==> src/rtl/parking_gate_ctrl.sv <==
// Parking barrier controller with independent entry and exit lanes.
// The entry lane checks vacancy before opening and refuses when the lot is
// full. The exit lane always opens. Each completed passage produces a
// one-cycle event pulse with a university-car qualifier.
module parking_gate_ctrl #(
  parameter int GATE_TIMEOUT = 30,
  parameter int DENY_HOLD    = 3
) (
  input  logic        clk,
  input  logic        rst,
  input  logic        entry_req,
  input  logic        exit_req,
  input  logic        entry_is_uni,
  input  logic        exit_is_uni,
  input  logic        entry_passed,
  input  logic        exit_passed,
  input  logic        uni_is_vacated_space,
  input  logic        is_vacated_space,
  output logic        car_entered,
  output logic        car_exited,
  output logic        is_uni_car_entered,
  output logic        is_uni_car_exited,
  output logic        entry_gate_open,
  output logic        exit_gate_open,
  output logic        entry_denied,
  output logic [15:0] denied_count
);

  typedef enum logic [2:0] {
    E_IDLE,
    E_CHECK,
    E_OPEN,
    E_NOTIFY,
    E_DENY
  } entry_state_t;

  typedef enum logic [1:0] {
    X_IDLE,
    X_OPEN,
    X_NOTIFY
  } exit_state_t;

  // Last counter value of an open window / refusal hold; the counter starts
  // at 0 on the first cycle, so GATE_TIMEOUT cycles end at GATE_TIMEOUT-1.
  localparam logic [15:0] GATE_LAST = 16'(GATE_TIMEOUT - 1);
  localparam logic [15:0] DENY_LAST = 16'(DENY_HOLD - 1);
  localparam logic [15:0] COUNT_MAX = 16'hFFFF;

  entry_state_t e_state_reg, e_state_next;
  logic         e_tag_reg,   e_tag_next;
  logic [15:0]  e_cnt_reg,   e_cnt_next;
  logic [15:0]  denied_count_reg, denied_count_next;

  exit_state_t  x_state_reg, x_state_next;
  logic         x_tag_reg,   x_tag_next;
  logic [15:0]  x_cnt_reg,   x_cnt_next;

  // Entry lane state, latched tag, wait counter and refusal tally.
  always_ff @(posedge clk or posedge rst) begin
    if (rst) begin
      e_state_reg      <= E_IDLE;
      e_tag_reg        <= 1'b0;
      e_cnt_reg        <= 16'd0;
      denied_count_reg <= 16'd0;
    end else begin
      e_state_reg      <= e_state_next;
      e_tag_reg        <= e_tag_next;
      e_cnt_reg        <= e_cnt_next;
      denied_count_reg <= denied_count_next;
    end
  end

  // Entry lane next-state and outputs; outputs decode the state only, so an
  // asynchronous reset drops the gate and pulses at once.
  always_comb begin
    e_state_next       = e_state_reg;
    e_tag_next         = e_tag_reg;
    e_cnt_next         = e_cnt_reg;
    denied_count_next  = denied_count_reg;
    entry_gate_open    = 1'b0;
    car_entered        = 1'b0;
    is_uni_car_entered = 1'b0;
    entry_denied       = 1'b0;
    case (e_state_reg)
      E_IDLE: begin
        if (entry_req) begin
          e_tag_next   = entry_is_uni;
          e_state_next = E_CHECK;
        end
      end
      E_CHECK: begin
        e_cnt_next = 16'd0;
        if (e_tag_reg ? uni_is_vacated_space : is_vacated_space) begin
          e_state_next = E_OPEN;
        end else begin
          e_state_next = E_DENY;
          if (denied_count_reg != COUNT_MAX) begin
            denied_count_next = denied_count_reg + 16'd1;
          end
        end
      end
      E_OPEN: begin
        entry_gate_open    = 1'b1;
        is_uni_car_entered = e_tag_reg;
        // A passing car wins over a timeout landing in the same cycle.
        if (entry_passed) begin
          e_state_next = E_NOTIFY;
        end else if (e_cnt_reg == GATE_LAST) begin
          e_state_next = E_IDLE;
        end else begin
          e_cnt_next = e_cnt_reg + 16'd1;
        end
      end
      E_NOTIFY: begin
        car_entered        = 1'b1;
        is_uni_car_entered = e_tag_reg;
        e_state_next       = E_IDLE;
      end
      E_DENY: begin
        entry_denied = 1'b1;
        if (e_cnt_reg == DENY_LAST) begin
          e_state_next = E_IDLE;
        end else begin
          e_cnt_next = e_cnt_reg + 16'd1;
        end
      end
      default: e_state_next = E_IDLE;
    endcase
  end

  // Exit lane state, latched tag and wait counter.
  always_ff @(posedge clk or posedge rst) begin
    if (rst) begin
      x_state_reg <= X_IDLE;
      x_tag_reg   <= 1'b0;
      x_cnt_reg   <= 16'd0;
    end else begin
      x_state_reg <= x_state_next;
      x_tag_reg   <= x_tag_next;
      x_cnt_reg   <= x_cnt_next;
    end
  end

  // Exit lane next-state and outputs; exits are never refused.
  always_comb begin
    x_state_next      = x_state_reg;
    x_tag_next        = x_tag_reg;
    x_cnt_next        = x_cnt_reg;
    exit_gate_open    = 1'b0;
    car_exited        = 1'b0;
    is_uni_car_exited = 1'b0;
    case (x_state_reg)
      X_IDLE: begin
        if (exit_req) begin
          x_tag_next   = exit_is_uni;
          x_cnt_next   = 16'd0;
          x_state_next = X_OPEN;
        end
      end
      X_OPEN: begin
        exit_gate_open    = 1'b1;
        is_uni_car_exited = x_tag_reg;
        if (exit_passed) begin
          x_state_next = X_NOTIFY;
        end else if (x_cnt_reg == GATE_LAST) begin
          x_state_next = X_IDLE;
        end else begin
          x_cnt_next = x_cnt_reg + 16'd1;
        end
      end
      X_NOTIFY: begin
        car_exited        = 1'b1;
        is_uni_car_exited = x_tag_reg;
        x_state_next      = X_IDLE;
      end
      default: x_state_next = X_IDLE;
    endcase
  end

  assign denied_count = denied_count_reg;

endmodule

==> config.mk <==
export PLATFORM = sky130hd
export DESIGN_NAME = parking_gate_ctrl
export DESIGN_NICKNAME = d
export VERILOG_FILES = /design/src/rtl/parking_gate_ctrl.sv
export SDC_FILE = /design/constraint.sdc
export NUM_CORES = 1
export LEC_CHECK = 0
export ABC_AREA = 1
export BUFFER_PORTS_ARGS = -buffer_cell sky130_fd_sc_hd__buf_2
export CAP_MARGIN = 20
export CORE_MARGIN = 2
export CORE_UTILIZATION = 60
export CTS_BUF_LIST = sky130_fd_sc_hd__clkbuf_2 sky130_fd_sc_hd__clkbuf_4 sky130_fd_sc_hd__clkbuf_8
export DETAILED_ROUTE_END_ITERATION = 6
export HOLD_SLACK_MARGIN = 0.15
export PLACE_DENSITY_LB_ADDON = 0.1
export SLEW_MARGIN = 30
export SYNTH_ARGS = -nofsm -noshare
export SYNTH_HDL_FRONTEND = slang
export SYNTH_SLANG_ARGS = --single-unit
==> constraint.sdc <==
create_clock -name clk -period 3.18 [get_ports clk]
set_input_delay 0.318 -clock clk [delete_from_list [all_inputs] [get_ports clk]]
set_output_delay 0.318 -clock clk [all_outputs]
set_load 0.01 [all_outputs]
==> impl_metrics.py <==
metrics = {
    "sta": {
        "report.final.slew_viol_count": 0,
        "worst_slew_margin_rel_pct": 55.1,
        "final_hold_viol_count": 0,
        "max_frequency_ghz": 0.530,
        "final.setup_skew_ns": 0.0156,
        "setup_repair_after_global_routing_missed_its_margin": "no",
        "worst_slew_pin_slew_ns": 0.672,
        "finalWorstPathRequiredPeriod_ns": 1.89,
        "final_min_period_over_clock_period_pct": 59.4,
        "timing.setup.tns_ns": 0,
        "finalSetupViolCount": 0,
    },
    "logic_synthesis": {
        "synthesis.nets": 531,
        "xor_xnor_portion_of_the_synthesized_cell_area_pct": 7.18,
        "yosys-top-cells-area": "sky130_fd_sc_hd__dfrtp_1, sky130_fd_sc_hd__nand2_1, sky130_fd_sc_hd__nor2_1",
        "synthDistinctLibCells": 30,
        "netlist_instances": 511,
        "area_share_of_fa_ha_maj_cells_after_synthesis_pct": 3.54,
        "post_synth_and_or_nand_nor_area_fraction_pct": 40.4,
        "area_of_the_mapped_netlist_um2": 3540,
        "synth-main-ff-cell": "sky130_fd_sc_hd__dfrtp_1",
        "async_s_r_ff_share_synth_pct": 100,
        "seq_area_frac_synth_pct": 38.9,
        "synthMuxAreaShare_pct": 0,
        "synth_top_family_by_area": "simple AND/OR/NAND/NOR gates",
        "synth_compound_gate_area_share_pct": 2.48,
        "synth-edff-count": 0,
        "synthDominantAreaCellType": "sky130_fd_sc_hd__dfrtp_1",
        "yosysMostFrequentCell": "sky130_fd_sc_hd__nand2_1",
        "syn-mean-instance-area_um2": 6.92,
        "synth_top_area_share_pct": 38.9,
        "synth_top_cells_by_count": "sky130_fd_sc_hd__nand2_1, sky130_fd_sc_hd__nor2_1, sky130_fd_sc_hd__dfrtp_1",
        "postSynthRegisterBits": 55,
        "synth-warning-count": 0,
    },
    "placed_design": {
        "gp_routability_congestion": 0.909,
        "place_hpwl_um": 5130,
        "io_buffers": 32,
    },
    "power": {
        "power_density_nw_per_um2": 604,
        "leakagePower_uw": 0.00214,
        "p_clk_share_pct": 23.5,
        "switching_share_pct": 39.9,
        "sequentialPowerShare_pct": 39.8,
        "combPwrFrac_pct": 36.6,
        "total_switching_power_uw": 934,
        "max-vdd-ir-drop_mv": 0.337,
        "intPower_uw": 1410,
    },
    "die": {
        "die_extent_in_y_um": 80.8,
        "io_pins": 33,
        "initial_utilization_pct": 63.1,
        "floorplan.core_area_um2": 5610,
        "die_w_um": 80.8,
        "num_rows": 27,
        "die_footprint_um2": 6530,
    },
    "global_route": {
        "grt_usage_pct": 24.0,
        "grt_first_pass_wirelength_um": 12600,
        "vias_in_the_first_global_route": 2937,
        "grt-ovfl-total": 0,
        "grt_max_degree": 32,
        "antenna_violations_before_repair": 0,
    },
    "route": {
        "detailroute.wirelength.met3_um": 295,
        "wl_per_cell_um": 11.5,
        "vias_post_dr": 3124,
        "drc_marker_count_from_the_first_detailed_route_iteration": 202,
        "drt_pre_antenna_iters": 4,
        "wl_met2_um": 3230,
        "post_drt_via_cell_ratio": 5.07,
        "drc": 0,
        "met1_length_um": 3500,
        "drt_wl_total_um": 7090,
        "postRouteAntennaNets": 0,
        "dr.max_layer_used": "met4",
    },
    "clocking": {
        "cts_tree": "yes",
        "cts_max_level": 2,
        "cts.root.buffer_cell": "sky130_fd_sc_hd__clkbuf_8",
        "cts_post_setup_buffers_inserted": 0,
        "cts-root-to-sink-buffers": 2,
        "clock_latency_ns": 0.31,
        "clkSlewWorstSetupHoldPaths_ns": 0.09,
        "clock-sinks": 55,
        "cts-buffers-inserted": 5,
    },
    "layout": {
        "layout-drive-gt1-share_pct": 11.2,
        "num-fill-cells": 482,
        "antenna_diode_instance_count": 0,
        "fin_nets": 563,
        "seqCellArea_um2": 1380,
        "area_growth_syn_to_layout_pct": 9.59,
        "area_taken_by_multi_input_logic_gates_um2": 1890,
        "final_core_utilization_pct": 69.1,
    },
    "worst_setup_path": {
        "reg2reg_from": "x_state_reg[1]",
        "worstSetupEndpointType": "flop",
        "critPathArrivalTime_ns": 2.12,
        "critPathLaunch": "x_state_reg[1]",
        "critical_path_required_ns": 3.42,
        "critPathKind": "flop to flop",
        "critPathLaunchType": "flop",
        "timing.critical_path.fanout_max": 17,
    },
    "job": {
        "max_cap_violations": 0,
    },
    "hold_path": {
        "min-delay-path-class": "input port to flop",
        "hold_path_startpoint": "exit_req",
    },
    "run_status": {
        "run_status": "completed",
    },
}
## repair_timing
action	4_1_cts	5_1_grt
hold buffers	1	0
endpoints found under the hold margin	24	0
gates resized for setup	0	0
endpoints found under the setup margin	0	0
## power groups by stage
stage	Sequential (uW)	Clock [uW]	Combinational [uW]
CTS	930	560	872
floorplan	930	0	687
global route	952	591	992
global placement	933	0	838
detailed placement	943	0	862
finish	933	551	858
## cell families after synthesis
kind of cell    after synthesis
buf+inv                      62
simple gates                339
compound gates               16
flops                        55
xor+xnor                     29
fa+ha+maj                    10
## worst max-delay path, cell delays in order, from the launching register on
cell and delay [ns]:
sky130_fd_sc_hd__dfrtp_1 0.39, sky130_fd_sc_hd__inv_1 0.09, sky130_fd_sc_hd__ha_1 0.25, sky130_fd_sc_hd__inv_1 0.14, sky130_fd_sc_hd__nand3_1 0.49, sky130_fd_sc_hd__nand2_1 0.31, sky130_fd_sc_hd__nand2_1 0.09, sky130_fd_sc_hd__nand2_1 0.06
## area by class of cell
type                            instances  share of cell area [%]
Clock inverter                          2                    1.55
Tap cell                               72                    2.32
Timing Repair Buffer                   34                    4.58
Multi-Input combinational cell        394                    48.9
Sequential cell                        55                    35.5
Inverter                               53                    5.20
Clock buffer                            6                    1.97
## worst paths after layout
kind	to	slack (ns)	cells past startpoint
worst min-delay path	x_tag_reg	0.24	2
max in group asynchronous	denied_count[4]	1.77	4
worst max-delay path	x_cnt_reg[14]	1.29	7
min in group asynchronous	denied_count[10]	0.60	3
worst max register to register	x_cnt_reg[14]	1.29	7
worst min register to register	x_state_reg[1]	0.53	2
## through the flow
step	cell area (um^2)	total power (uW)	hold WS, ns	cells	setup WS (ns)
global route	3880	2530	0.244	616	1.12
CTS	3880	2360	0.235	616	1.29
finish	3880	2340	0.245	616	1.29
detailed placement	3730	1810	0.407	607	1.34
floorplan	3540	1620	0.422	511	1.52
global placement	3730	1770	0.396	607	1.39
## layout by cell type, fill, tap and decap left out
| cell type | count |
|---|---|
| sky130_fd_sc_hd__a211oi_1 | 1 |
| sky130_fd_sc_hd__a21oi_1 | 4 |
| sky130_fd_sc_hd__a31oi_1 | 1 |
| sky130_fd_sc_hd__buf_2 | 32 |
| sky130_fd_sc_hd__buf_4 | 1 |
| sky130_fd_sc_hd__bufinv_16 | 2 |
| sky130_fd_sc_hd__clkbuf_4 | 1 |
| sky130_fd_sc_hd__clkbuf_8 | 5 |
| sky130_fd_sc_hd__dfrtp_1 | 55 |
| sky130_fd_sc_hd__dlygate4sd3_1 | 1 |
| sky130_fd_sc_hd__ha_1 | 10 |
| sky130_fd_sc_hd__inv_1 | 50 |
| sky130_fd_sc_hd__inv_2 | 2 |
| sky130_fd_sc_hd__inv_4 | 1 |
| sky130_fd_sc_hd__nand2_1 | 204 |
| sky130_fd_sc_hd__nand2_2 | 5 |
| sky130_fd_sc_hd__nand2_4 | 1 |
| sky130_fd_sc_hd__nand3_1 | 42 |
| sky130_fd_sc_hd__nand3_2 | 3 |
| sky130_fd_sc_hd__nand3b_1 | 3 |
| sky130_fd_sc_hd__nand4_1 | 3 |
| sky130_fd_sc_hd__nor2_1 | 65 |
| sky130_fd_sc_hd__nor2_2 | 4 |
| sky130_fd_sc_hd__nor3_1 | 5 |
| sky130_fd_sc_hd__nor3_2 | 2 |
| sky130_fd_sc_hd__nor3_4 | 1 |
| sky130_fd_sc_hd__nor3b_1 | 1 |
| sky130_fd_sc_hd__o21ai_0 | 6 |
| sky130_fd_sc_hd__o21ai_1 | 3 |
| sky130_fd_sc_hd__o21ai_2 | 1 |
| sky130_fd_sc_hd__xnor2_1 | 13 |
| sky130_fd_sc_hd__xor2_1 | 16 |
## layer usage
| metal | track usage (%) | vias up |
|---|---|---|
| met2 | 40.7 | 55 |
| met5 | 0 | - |
| met4 | 5.59 | 0 |
| li1 | - | 1629 |
| met3 | 3.89 | 7 |
| met1 | 32.4 | 1433 |
(Power assumes the default switching activity.)
